===== config.mk =====
export PLATFORM = sky130hd
export DESIGN_NAME = fp_addsub_sched_flat
export DESIGN_NICKNAME = d
export VERILOG_FILES = /design/src/rtl/fp_addsub_sched_pkg.sv /design/src/rtl/fp_addsub_sched_if.sv /design/src/rtl/fp_addsub_sched_arb.sv /design/src/rtl/fp_addsub_sched.sv /design/src/flat_wrapper.sv
export SDC_FILE = /design/constraint.sdc
export NUM_CORES = 1
export LEC_CHECK = 0
export BUFFER_PORTS_ARGS = -buffer_cell sky130_fd_sc_hd__buf_2
export CAP_MARGIN = 30
export CORE_AREA = 5 5 153 155
export CTS_CLUSTER_DIAMETER = 80
export DETAILED_ROUTE_END_ITERATION = 8
export DIE_AREA = 0 0 158 160
export GPL_TIMING_DRIVEN = 0
export PLACE_DENSITY = 0.69
export SLEW_MARGIN = 10
export SYNTH_ARGS = -nofsm -noshare
export SYNTH_HDL_FRONTEND = slang
export SYNTH_SLANG_ARGS = --single-unit

===== constraint.sdc =====
create_clock -name clk -period 4.1 [get_ports clk]
set_input_delay 0.82 -clock clk [delete_from_list [all_inputs] [get_ports clk]]
set_output_delay 0.82 -clock clk [all_outputs]
set_load 0.005 [all_outputs]

===== src/rtl/fp_addsub_sched_pkg.sv =====
// Shared types and defaults for the fp_addsub request scheduler.
package fp_sched_pkg;

   typedef enum logic [1:0] {
      RUN,
      DRAIN,
      DONE
   } sched_state_t;

   localparam int unsigned DEF_NUM_REQ = 4;
   localparam int unsigned DEF_FU_LAT  = 3;

   // Sized for the largest supported requester count (8).
   localparam int unsigned ID_W_MAX = 3;

   typedef struct packed {
      logic                valid;
      logic [ID_W_MAX-1:0] id;
   } tag_t;

endpackage


===== src/rtl/fp_addsub_sched_if.sv =====
// Requester, functional-unit and response signals of the fp_addsub scheduler.
interface fp_addsub_sched_if
   import fp_sched_pkg::*;
#(
   parameter int unsigned NUM_REQ  = DEF_NUM_REQ,
   parameter int unsigned BITWIDTH = 32
);
   localparam int unsigned IDW = $clog2(NUM_REQ);

   logic [NUM_REQ-1:0]               req_valid;
   logic [NUM_REQ-1:0]               req_ready;
   logic [NUM_REQ-1:0][BITWIDTH-1:0] req_a;
   logic [NUM_REQ-1:0][BITWIDTH-1:0] req_b;
   logic [NUM_REQ-1:0]               req_sub;

   logic                fu_valid;
   logic                fu_sub;
   logic [BITWIDTH-1:0] fu_a;
   logic [BITWIDTH-1:0] fu_b;
   logic [BITWIDTH-1:0] fu_z;

   logic                resp_valid;
   logic [IDW-1:0]      resp_id;
   logic [BITWIDTH-1:0] resp_z;

   modport slave (
      input  req_valid, req_a, req_b, req_sub, fu_z,
      output req_ready, fu_valid, fu_sub, fu_a, fu_b, resp_valid, resp_id, resp_z
   );

   modport master (
      output req_valid, req_a, req_b, req_sub, fu_z,
      input  req_ready, fu_valid, fu_sub, fu_a, fu_b, resp_valid, resp_id, resp_z
   );

endinterface


===== src/rtl/fp_addsub_sched_arb.sv =====
// Round-robin arbiter: first requester at or above ptr, wrapping.
module rr_arbiter #(
   parameter  int unsigned NUM_REQ = 4,
   localparam int unsigned IDW     = $clog2(NUM_REQ)
) (
   input  logic [NUM_REQ-1:0] req,
   input  logic [IDW-1:0]     ptr,
   output logic [NUM_REQ-1:0] grant,
   output logic [IDW-1:0]     idx,
   output logic               any
);

   always_comb begin
      logic [IDW-1:0] j;
      grant = '0;
      idx   = '0;
      any   = 1'b0;
      j     = '0;
      for (int unsigned k = 0; k < NUM_REQ; k++) begin
         j = IDW'((32'(ptr) + k) % NUM_REQ);
         if (!any && req[j]) begin
            any      = 1'b1;
            idx      = j;
            grant[j] = 1'b1;
         end
      end
   end

endmodule


===== src/rtl/fp_addsub_sched.sv =====
// Shares one external fp_addsub unit among NUM_REQ requesters, with drain control.
module fp_addsub_sched
   import fp_sched_pkg::*;
#(
   parameter int unsigned NUM_REQ  = DEF_NUM_REQ,
   parameter int unsigned FU_LAT   = DEF_FU_LAT,
   parameter int unsigned BITWIDTH = 32
) (
   input  logic             clk,
   input  logic             rst_n,
   fp_addsub_sched_if.slave bus,
   input  logic             drain_req,
   output logic             drain_done
);

   localparam int unsigned IDW = $clog2(NUM_REQ);
   localparam int unsigned CW  = $clog2(FU_LAT + 3);

   sched_state_t       state, state_nxt;
   logic [IDW-1:0]     ptr, win_idx, issue_id;
   logic [NUM_REQ-1:0] grant;
   logic               any, xfer;
   logic [CW-1:0]      inflight, inflight_nxt;
   tag_t               tag_sr [FU_LAT];

   rr_arbiter #(.NUM_REQ(NUM_REQ)) u_arb (
      .req   (bus.req_valid),
      .ptr   (ptr),
      .grant (grant),
      .idx   (win_idx),
      .any   (any)
   );

   assign xfer          = rst_n && (state == RUN) && any;
   assign bus.req_ready = xfer ? grant : '0;
   assign drain_done    = (state == DONE);

   // DRAIN exits on the post-edge count so DONE follows the last response directly.
   always_comb begin
      inflight_nxt = inflight;
      if (xfer && !bus.resp_valid)      inflight_nxt = inflight + CW'(1);
      else if (!xfer && bus.resp_valid) inflight_nxt = inflight - CW'(1);

      state_nxt = state;
      case (state)
         RUN:     if (drain_req) state_nxt = DRAIN;
         DRAIN:   if (!drain_req) state_nxt = RUN;
                  else if (inflight_nxt == '0) state_nxt = DONE;
         DONE:    if (!drain_req) state_nxt = RUN;
         default: state_nxt = RUN;
      endcase
   end

   always_ff @(posedge clk or negedge rst_n) begin
      if (!rst_n) begin
         state    <= RUN;
         ptr      <= '0;
         inflight <= '0;
      end else begin
         state    <= state_nxt;
         inflight <= inflight_nxt;
         if (xfer) ptr <= (win_idx == IDW'(NUM_REQ - 1)) ? '0 : win_idx + IDW'(1);
      end
   end

   always_ff @(posedge clk or negedge rst_n) begin
      if (!rst_n) begin
         bus.fu_valid   <= 1'b0;
         bus.fu_sub     <= 1'b0;
         bus.fu_a       <= '0;
         bus.fu_b       <= '0;
         issue_id       <= '0;
         for (int unsigned k = 0; k < FU_LAT; k++) tag_sr[k] <= '0;
         bus.resp_valid <= 1'b0;
         bus.resp_id    <= '0;
         bus.resp_z     <= '0;
      end else begin
         bus.fu_valid <= xfer;
         if (xfer) begin
            bus.fu_a   <= bus.req_a[win_idx];
            bus.fu_b   <= bus.req_b[win_idx];
            bus.fu_sub <= bus.req_sub[win_idx];
            issue_id   <= win_idx;
         end
         // Tag stage k tracks the unit stage holding the op issued k+1 cycles ago.
         tag_sr[0] <= '{valid: bus.fu_valid, id: ID_W_MAX'(issue_id)};
         for (int unsigned k = 1; k < FU_LAT; k++) tag_sr[k] <= tag_sr[k-1];
         bus.resp_valid <= tag_sr[FU_LAT-1].valid;
         if (tag_sr[FU_LAT-1].valid) begin
            bus.resp_id <= IDW'(tag_sr[FU_LAT-1].id);
            bus.resp_z  <= bus.fu_z;
         end
      end
   end

endmodule


===== src/flat_wrapper.sv =====
// flat-port wrapper written by rule: the top's interface ports become plain ports
module fp_addsub_sched_flat import fp_sched_pkg::*;
#(
   parameter int unsigned NUM_REQ  = DEF_NUM_REQ,
   parameter int unsigned FU_LAT   = DEF_FU_LAT,
   parameter int unsigned BITWIDTH = 32
)
  (clk, rst_n, drain_req, drain_done, bus_req_valid, bus_req_a, bus_req_b, bus_req_sub, bus_fu_z, bus_req_ready, bus_fu_valid, bus_fu_sub, bus_fu_a, bus_fu_b, bus_resp_valid, bus_resp_id, bus_resp_z);
  fp_addsub_sched_if #(.NUM_REQ(NUM_REQ), .BITWIDTH(BITWIDTH)) bus_i ();
  input  logic clk;
  input  logic rst_n;
  input  logic drain_req;
  output logic drain_done;
  input wire logic [$bits(bus_i.req_valid)-1:0] bus_req_valid;
  input wire logic [$bits(bus_i.req_a)-1:0] bus_req_a;
  input wire logic [$bits(bus_i.req_b)-1:0] bus_req_b;
  input wire logic [$bits(bus_i.req_sub)-1:0] bus_req_sub;
  input wire logic [$bits(bus_i.fu_z)-1:0] bus_fu_z;
  output wire logic [$bits(bus_i.req_ready)-1:0] bus_req_ready;
  output wire logic [$bits(bus_i.fu_valid)-1:0] bus_fu_valid;
  output wire logic [$bits(bus_i.fu_sub)-1:0] bus_fu_sub;
  output wire logic [$bits(bus_i.fu_a)-1:0] bus_fu_a;
  output wire logic [$bits(bus_i.fu_b)-1:0] bus_fu_b;
  output wire logic [$bits(bus_i.resp_valid)-1:0] bus_resp_valid;
  output wire logic [$bits(bus_i.resp_id)-1:0] bus_resp_id;
  output wire logic [$bits(bus_i.resp_z)-1:0] bus_resp_z;
  assign bus_i.req_valid = bus_req_valid;
  assign bus_i.req_a = bus_req_a;
  assign bus_i.req_b = bus_req_b;
  assign bus_i.req_sub = bus_req_sub;
  assign bus_i.fu_z = bus_fu_z;
  assign bus_req_ready = bus_i.req_ready;
  assign bus_fu_valid = bus_i.fu_valid;
  assign bus_fu_sub = bus_i.fu_sub;
  assign bus_fu_a = bus_i.fu_a;
  assign bus_fu_b = bus_i.fu_b;
  assign bus_resp_valid = bus_i.resp_valid;
  assign bus_resp_id = bus_i.resp_id;
  assign bus_resp_z = bus_i.resp_z;
  fp_addsub_sched #(.NUM_REQ(NUM_REQ), .FU_LAT(FU_LAT), .BITWIDTH(BITWIDTH)) u_core (.clk(clk), .rst_n(rst_n), .bus(bus_i), .drain_req(drain_req), .drain_done(drain_done));
endmodule

==> results of run 1 <==
-- worst reg2reg max path, cell delays in order (launching register included) --
cell and delay [ns]:
dfrtp_1 0.54, buf_6 0.20, inv_1 0.10, ha_1 0.36, mux4_2 0.44, nor2b_1 0.32, or2_1 0.18, a22o_1 0.18
buf_2 0.20, buf_4 0.26, buf_4 0.31, mux2i_1 0.27, o221ai_1 0.15
-- through the flow --
stage / util, % / hold WS [ns] / TNS (ns) / instance area [sq um] / worst slack, ns
after floorplan: - / 0.3312 / 0 / 6375 / 0.6770
after detailed placement: 40.49 / 0.3347 / -1.635 / 8781 / -0.3567
after CTS: 43.28 / 0.3263 / 0 / 9387 / 0.09530
final: 43.38 / 0.3197 / 0 / 9409 / 0.1814
after global placement: 40.33 / 0.3340 / -61.82 / 8747 / -1.489
after global routing: 43.38 / 0.3414 / 0 / 9409 / 0.01850
-- flip-flops by register name (all words and copies together), names as in the netlist, 2 cells and up, named ones only --
name / cells
u_core.bus.fu_a: 32
u_core.bus.fu_b: 32
u_core.bus.resp_z: 32
u_core.inflight: 3
u_core.state: 2
u_core.issue_id: 2
u_core.tag_sr: 9
u_core.bus.resp_id: 2
-- metal layers --
metal | vias up | part of all wire [%]
li1 | 2893 | -
met1 | 2855 | 38
met2 | 263 | 51
met3 | 32 | 8.0
met4 | 0 | 2.3
met5 | - | 0
-- Yosys cell counts (3+ instances only) --
| cell type | n | area (sq um) |
|---|---|---|
| ha_1 | 10 | 125.1 |
| buf_2 | 18 | 90.09 |
| clkbuf_1 | 13 | 48.80 |
| buf_4 | 9 | 67.56 |
| mux4_2 | 4 | 90.09 |
| xnor2_1 | 4 | 35.03 |
| o221ai_1 | 65 | 569.3 |
| inv_1 | 7 | 26.28 |
| nor2_1 | 10 | 37.54 |
| mux2i_1 | 131 | 1311 |
| nor2b_1 | 3 | 18.77 |
| mux2_2 | 34 | 382.9 |
| dfrtp_1 | 119 | 2978 |
| a22oi_1 | 5 | 37.54 |
| a221oi_1 | 4 | 35.03 |
| nand2_1 | 76 | 285.3 |
-- how the worst min path moves through the flow --
stage / from / endpoint / slack, ns / depth (start not counted)
floorplan: u_core.tag_sr[4] / u_core.tag_sr[0] / 0.33 / 0
global placement: u_core.tag_sr[11] / u_core.tag_sr[7] / 0.33 / 0
detailed placement: u_core.tag_sr[5] / u_core.tag_sr[1] / 0.33 / 0
CTS: rst_n / u_core.inflight[1] / 0.33 / 1
global route: rst_n / async pin / 0.34 / 1
finish: rst_n / u_core.state[1] / 0.32 / 1
-- cells by family (layout without fill, tap and decap cells) --
kind of cell | after synthesis | after routing
mux | 169 | 169
simple gates | 101 | 101
flops | 119 | 119
fa+ha+maj | 10 | 10
buf+inv | 51 | 490
compound gates | 88 | 88
xor+xnor | 5 | 5
-- power by group through the flow --
stage	Combinational (uW)	Sequential [uW]	Clock (uW)
floorplan	2640	2080	0
global placement	4130	2040	0
detailed placement	4220	2060	0
CTS	4220	2050	1560
global route	4530	2120	1610
finish	4130	2050	1520
-- timing repair --
action / 4_1_cts / 5_1_grt
pin swaps: 1 / 1
buffers inserted: 0 / 3
resized for setup: 3 / 0
setup endpoints to repair: 14 / 4
-- cells in the final DEF (no fill, tap or decap), types with 3 or more instances in the layout --
master     count
mux2_2        34
mux2i_1      131
ha_1          10
nor2b_1        3
clkbuf_16     17
buf_4         12
clkbuf_1      11
nand2_1       76
o221ai_1      65
clkinv_4       3
dfrtp_1      119
buf_2        421
a221oi_1       4
xnor2_1        4
a22oi_1        5
mux4_2         4
inv_1          7
inv_6          7
nor2_1        10
-- area by class of cell --
type,instances,area [sq um]
clock inverters,14,160.2
repair buffers,408,2078
flip-flops and latches,119,2978
plain buffers,42,231.5
multi-input cells,373,3142
fillers,2094,12280
clock buffers,18,439.2
inverters,8,30.03
well taps,280,350.3
==> metrics.txt, run 1 <==
sequential power share=26.6%; outcome=completed; post-synthesis xor/xnor area fraction=0.8047%; DPL Wire Length=between 15000 and 20000 um; syn nets=852; crit path max fanout=19; num rows=54; I/O Buffers=404; area fraction in compound gates after synthesis=around an eighth; Final min period=between 3 and 4 ns; post-route insts no fill=1262; FF-to-FF setup slack=0.42 ns; WS Path Type=register to output port; cts hold-fix bufs=0; number of global-route vias before repair=6208; Final Hold Fails=0; cell count after synthesis=543; Slew @ Worst Pin=0.8056 ns; Initial DRT Pass Iterations=4; Tot Pwr=7702 uW; Clk Latency, worst-skew pair=0.41 ns; yosys warns=0; Bufs and invs on worst path=4; WP data required=3.28 ns; GRT Util Overall=17.83%; Die W=158 um; maximum vdd drop=0.0003356 V; FF-to-FF path depth=12; CORE AREA=approximately 22000 sq um; TritonCTS Buffers=17; I/O pin total=405; GPL Wtd Cong=0.8372; worst r2r dst=u_core.bus.fu_a[12]; pwr dens=roughly 800 nW/um^2; post-synthesis instance area=6375 sq um; Leakage=0.004927 uW; antenna violations before repair=0; Die ar.=25280 sq um; WP data arrival=between 3 and 4 ns; asr flop ratio synth=100.0%; Via Count=6043; clock network power share=19.8%; synthesis-to-layout area growth=47.60%; Critical Path Max Stage Delay=0.54 ns; first-pass GRT wire length=34580 um; crit share post-route=about 96%; Starting Density=29.39%; synthesized-area fraction occupied by adder cells=1.963%; via/cell ratio=4.788; largest family of logic cells by synthesized area=multiplexers; Cell Int Power=4612 uW; met2 GRT Util=31.58%; GR Overflow Total=0; CP max stage cell=dfrtp_1; Netlist cell types=38; Detailed Route WL=23660 um; # H-tree levels=4; n_diodes=0; max-cap violation count=0; multiplexer share of the synthesized area=roughly 28%; delay-heaviest family, CP=buffers and inverters; post-DR wirelength/cell=18.75 um; drc violations=0; Switch Pwr=3090 uW; DP Cell Count=1228; synthesized area per cell=approximately 12 sq um; crit path to=bus_req_ready[0]; crit path launch type=register; prevailing post-synth register cell=dfrtp_1; switching part of the total power=40.12%; simple-gate share of the synthesized area=about 6.5%; Clock transition at path regs=0.06 ns; register area share after synthesis=46.71%; number of enable flip-flop cells after synthesis=0; TritonCTS Sinks=~120; final setup vio count=0; GRT busiest layer=met2; HP Class=input port to async pin; clk buf depth=2; final setup skew=between 0.01 and 0.015 ns; Slew headroom=46.30%; Final ANT Viol Nets=0; combinational share of power=a little over half; layout cell share with drive strength beyond 1=52.04%; Die H=160 um; CTS tree=done; # nets final=1278; Iter 0 DRT Violations=232; GR met3 Demand/Resource=4.032%; unrepaired setup endpoints after global routing=false; critical path capture point type=output port; Root Driver=clkbuf_16; critical path depth=8; Seq cells post-synth=119; critical path cell sequence=buf_6 -> inv_1 -> ha_1 -> mux4_2 -> o41ai_4 -> clkbuf_8 -> nor2_1 -> buf_2; FMAX=255.2 MHz; largest net degree at the start of global routing=78; Slew Limit Fails=0; met1 usage=between 20% and 30%
(Power assumes the default switching activity.)
==> run 2, diff against run 1 <==
Settings changed: RECOVER_POWER set to 25.
==> metrics.txt, run 2 (synthesis gave the netlist of run 1 again) <==
GPL Wtd Cong=between 0.8 and 0.9; CTS tree=done; outcome=complete, but fails checks; cts hold-fix bufs=0; unrepaired setup endpoints after global routing=false; via/cell ratio=between 4 and 5; I/O Buffers=404; Root Driver=clkbuf_16; fin util=43.28%; fill count=2096; Leakage=0.004918 uW; largest net degree at the start of global routing=between 70 and 80; first-pass GRT wire length=34580 um; pwr dens=819.9 nW/um^2; Slew @ Worst Pin=1.867 ns; Final Hold Fails=0; GRT Util Overall=17.83%; DP Cell Count=1228; Die W=158 um; # H-tree levels=4; I/O pin total=405; crit path launch type=register; final setup skew=0.01233 ns; post-DR wirelength/cell=18.73 um; GR Overflow Total=0; # nets final=1278; TritonCTS Buffers=17; WP data arrival=3.09 ns; maximum vdd drop=0.0003357 V; WS Path Type=register to output port; critical path capture point type=output port; Detailed Route WL=23630 um; Clk Latency, worst-skew pair=0.41 ns; Slew headroom=-24.46%; commonest non-fill, non-tap cell in the layout=buf_2; DPL Wire Length=18770 um; WP data required=3.28 ns; number of global-route vias before repair=around 6200; hold_ws=0.3125 ns; Slew Limit Fails=78; Final ANT Viol Nets=0; Clock transition at path regs=0.06 ns; CORE AREA=21690 sq um; antenna violations before repair=0; HP Class=input port to async pin; FMAX=255.8 MHz; FF/Latch Area=2978 sq um; crit path max fanout=19; Regs by FF count=u_core.bus.fu_a x32, u_core.bus.fu_b x32, u_core.bus.resp_z x32; post-route insts no fill=1262; Die H=approximately 160 um; layout cell share with drive strength beyond 1=52.04%; num rows=between 50 and 60; Starting Density=29.39%; n_diodes=0; violated checks=capacitance limit, slew limit; area of the multi-input gates=approximately 3100 sq um; commonest non-fill, non-tap cells in the layout=421 x buf_2, 131 x mux2i_1, 119 x dfrtp_1; Initial DRT Pass Iterations=4; drc violations=0; Via Count=around 6100; Iter 0 DRT Violations=256; max-cap violation count=1; TritonCTS Sinks=119; synthesis-to-layout area growth=47.24%; crit share post-route=95.37%; Final min period=3.910 ns; Die ar.=25280 sq um; clk buf depth=2; final setup vio count=0
==> run 2: changes by cell type in the layout (fill, tap and decap cells not counted) <==
cell,before,now
clkbuf_2,0,1
buf_16,1,0
==> run 2: worst paths after layout <==
check                                      start             endpoint  slack (ns)  cells after the start
worst max-delay path                    register     bus_req_ready[0]        0.19                      8
worst min-delay path                       rst_n      u_core.state[1]        0.31                      1
worst max register to register          register  u_core.bus.fu_a[12]        0.43                     12
worst min register to register  u_core.tag_sr[5]     u_core.tag_sr[1]        0.34                      0
max in group asynchronous                  rst_n   u_core.bus.fu_b[4]        1.62                      2
min in group clk                u_core.tag_sr[5]     u_core.tag_sr[1]        0.34                      0
==> run 2: repair_timing <==
action | 4_1_cts | 5_1_grt
setup endpoints to repair | 14 | 4
pin swaps | 1 | 1
resized for setup | 3 | 0
cloned | 0 | 0
setup buffers | 0 | 3
==> run 2: layout make-up <==
type | instances | share of cell area, %
clock inverters | 14 | 1.706
plain buffers | 42 | 2.466
well taps | 280 | 3.732
repair buffers | 408 | 21.90
flip-flops and latches | 119 | 31.72
multi-input cells | 373 | 33.47
inverters | 8 | 0.3199
clock buffers | 18 | 4.679
==> run 2: critical path, cell delays in order (launching register included) <==
cell and delay [ns]:
dfrtp_1 0.54, buf_6 0.20, inv_1 0.10, ha_1 0.37, mux4_2 0.44, o41ai_4 0.47, clkbuf_8 0.34, nor2_1 0.08
buf_2 0.13
==> run 2: where the power goes <==
part | internal, uW | switching, uW | total, uW | leakage (uW)
Sequential | 1750 | 302 | 2050 | 0.00146
Combinational | 1940 | 2190 | 4130 | 0.00317
Clock | 926 | 592 | 1520 | 0.000293
Total | 4610 | 3090 | 7700 | 0.00492
==> run 2: metrics by stage <==
step	instance area [sq um]	setup TNS (ns)	power, uW	setup WS (ns)
2_1_floorplan	6375	0	4725	0.6770
3_3_place_gp	8747	-61.82	6171	-1.489
3_5_place_dp	8781	-1.635	6278	-0.3567
4_1_cts	9387	0	7829	0.09530
5_1_grt	9387	0	8252	0.01850
6_report	9387	0	7696	0.1900
==> run 2: per-layer routing <==
layer	track usage [%]	up-vias	wire length (um)
li1	-	2893	-
met1	21.13	2877	8963
met2	31.58	267	12140
met3	4.032	33	1979
met4	6.049	0	552
met5	0	-	0
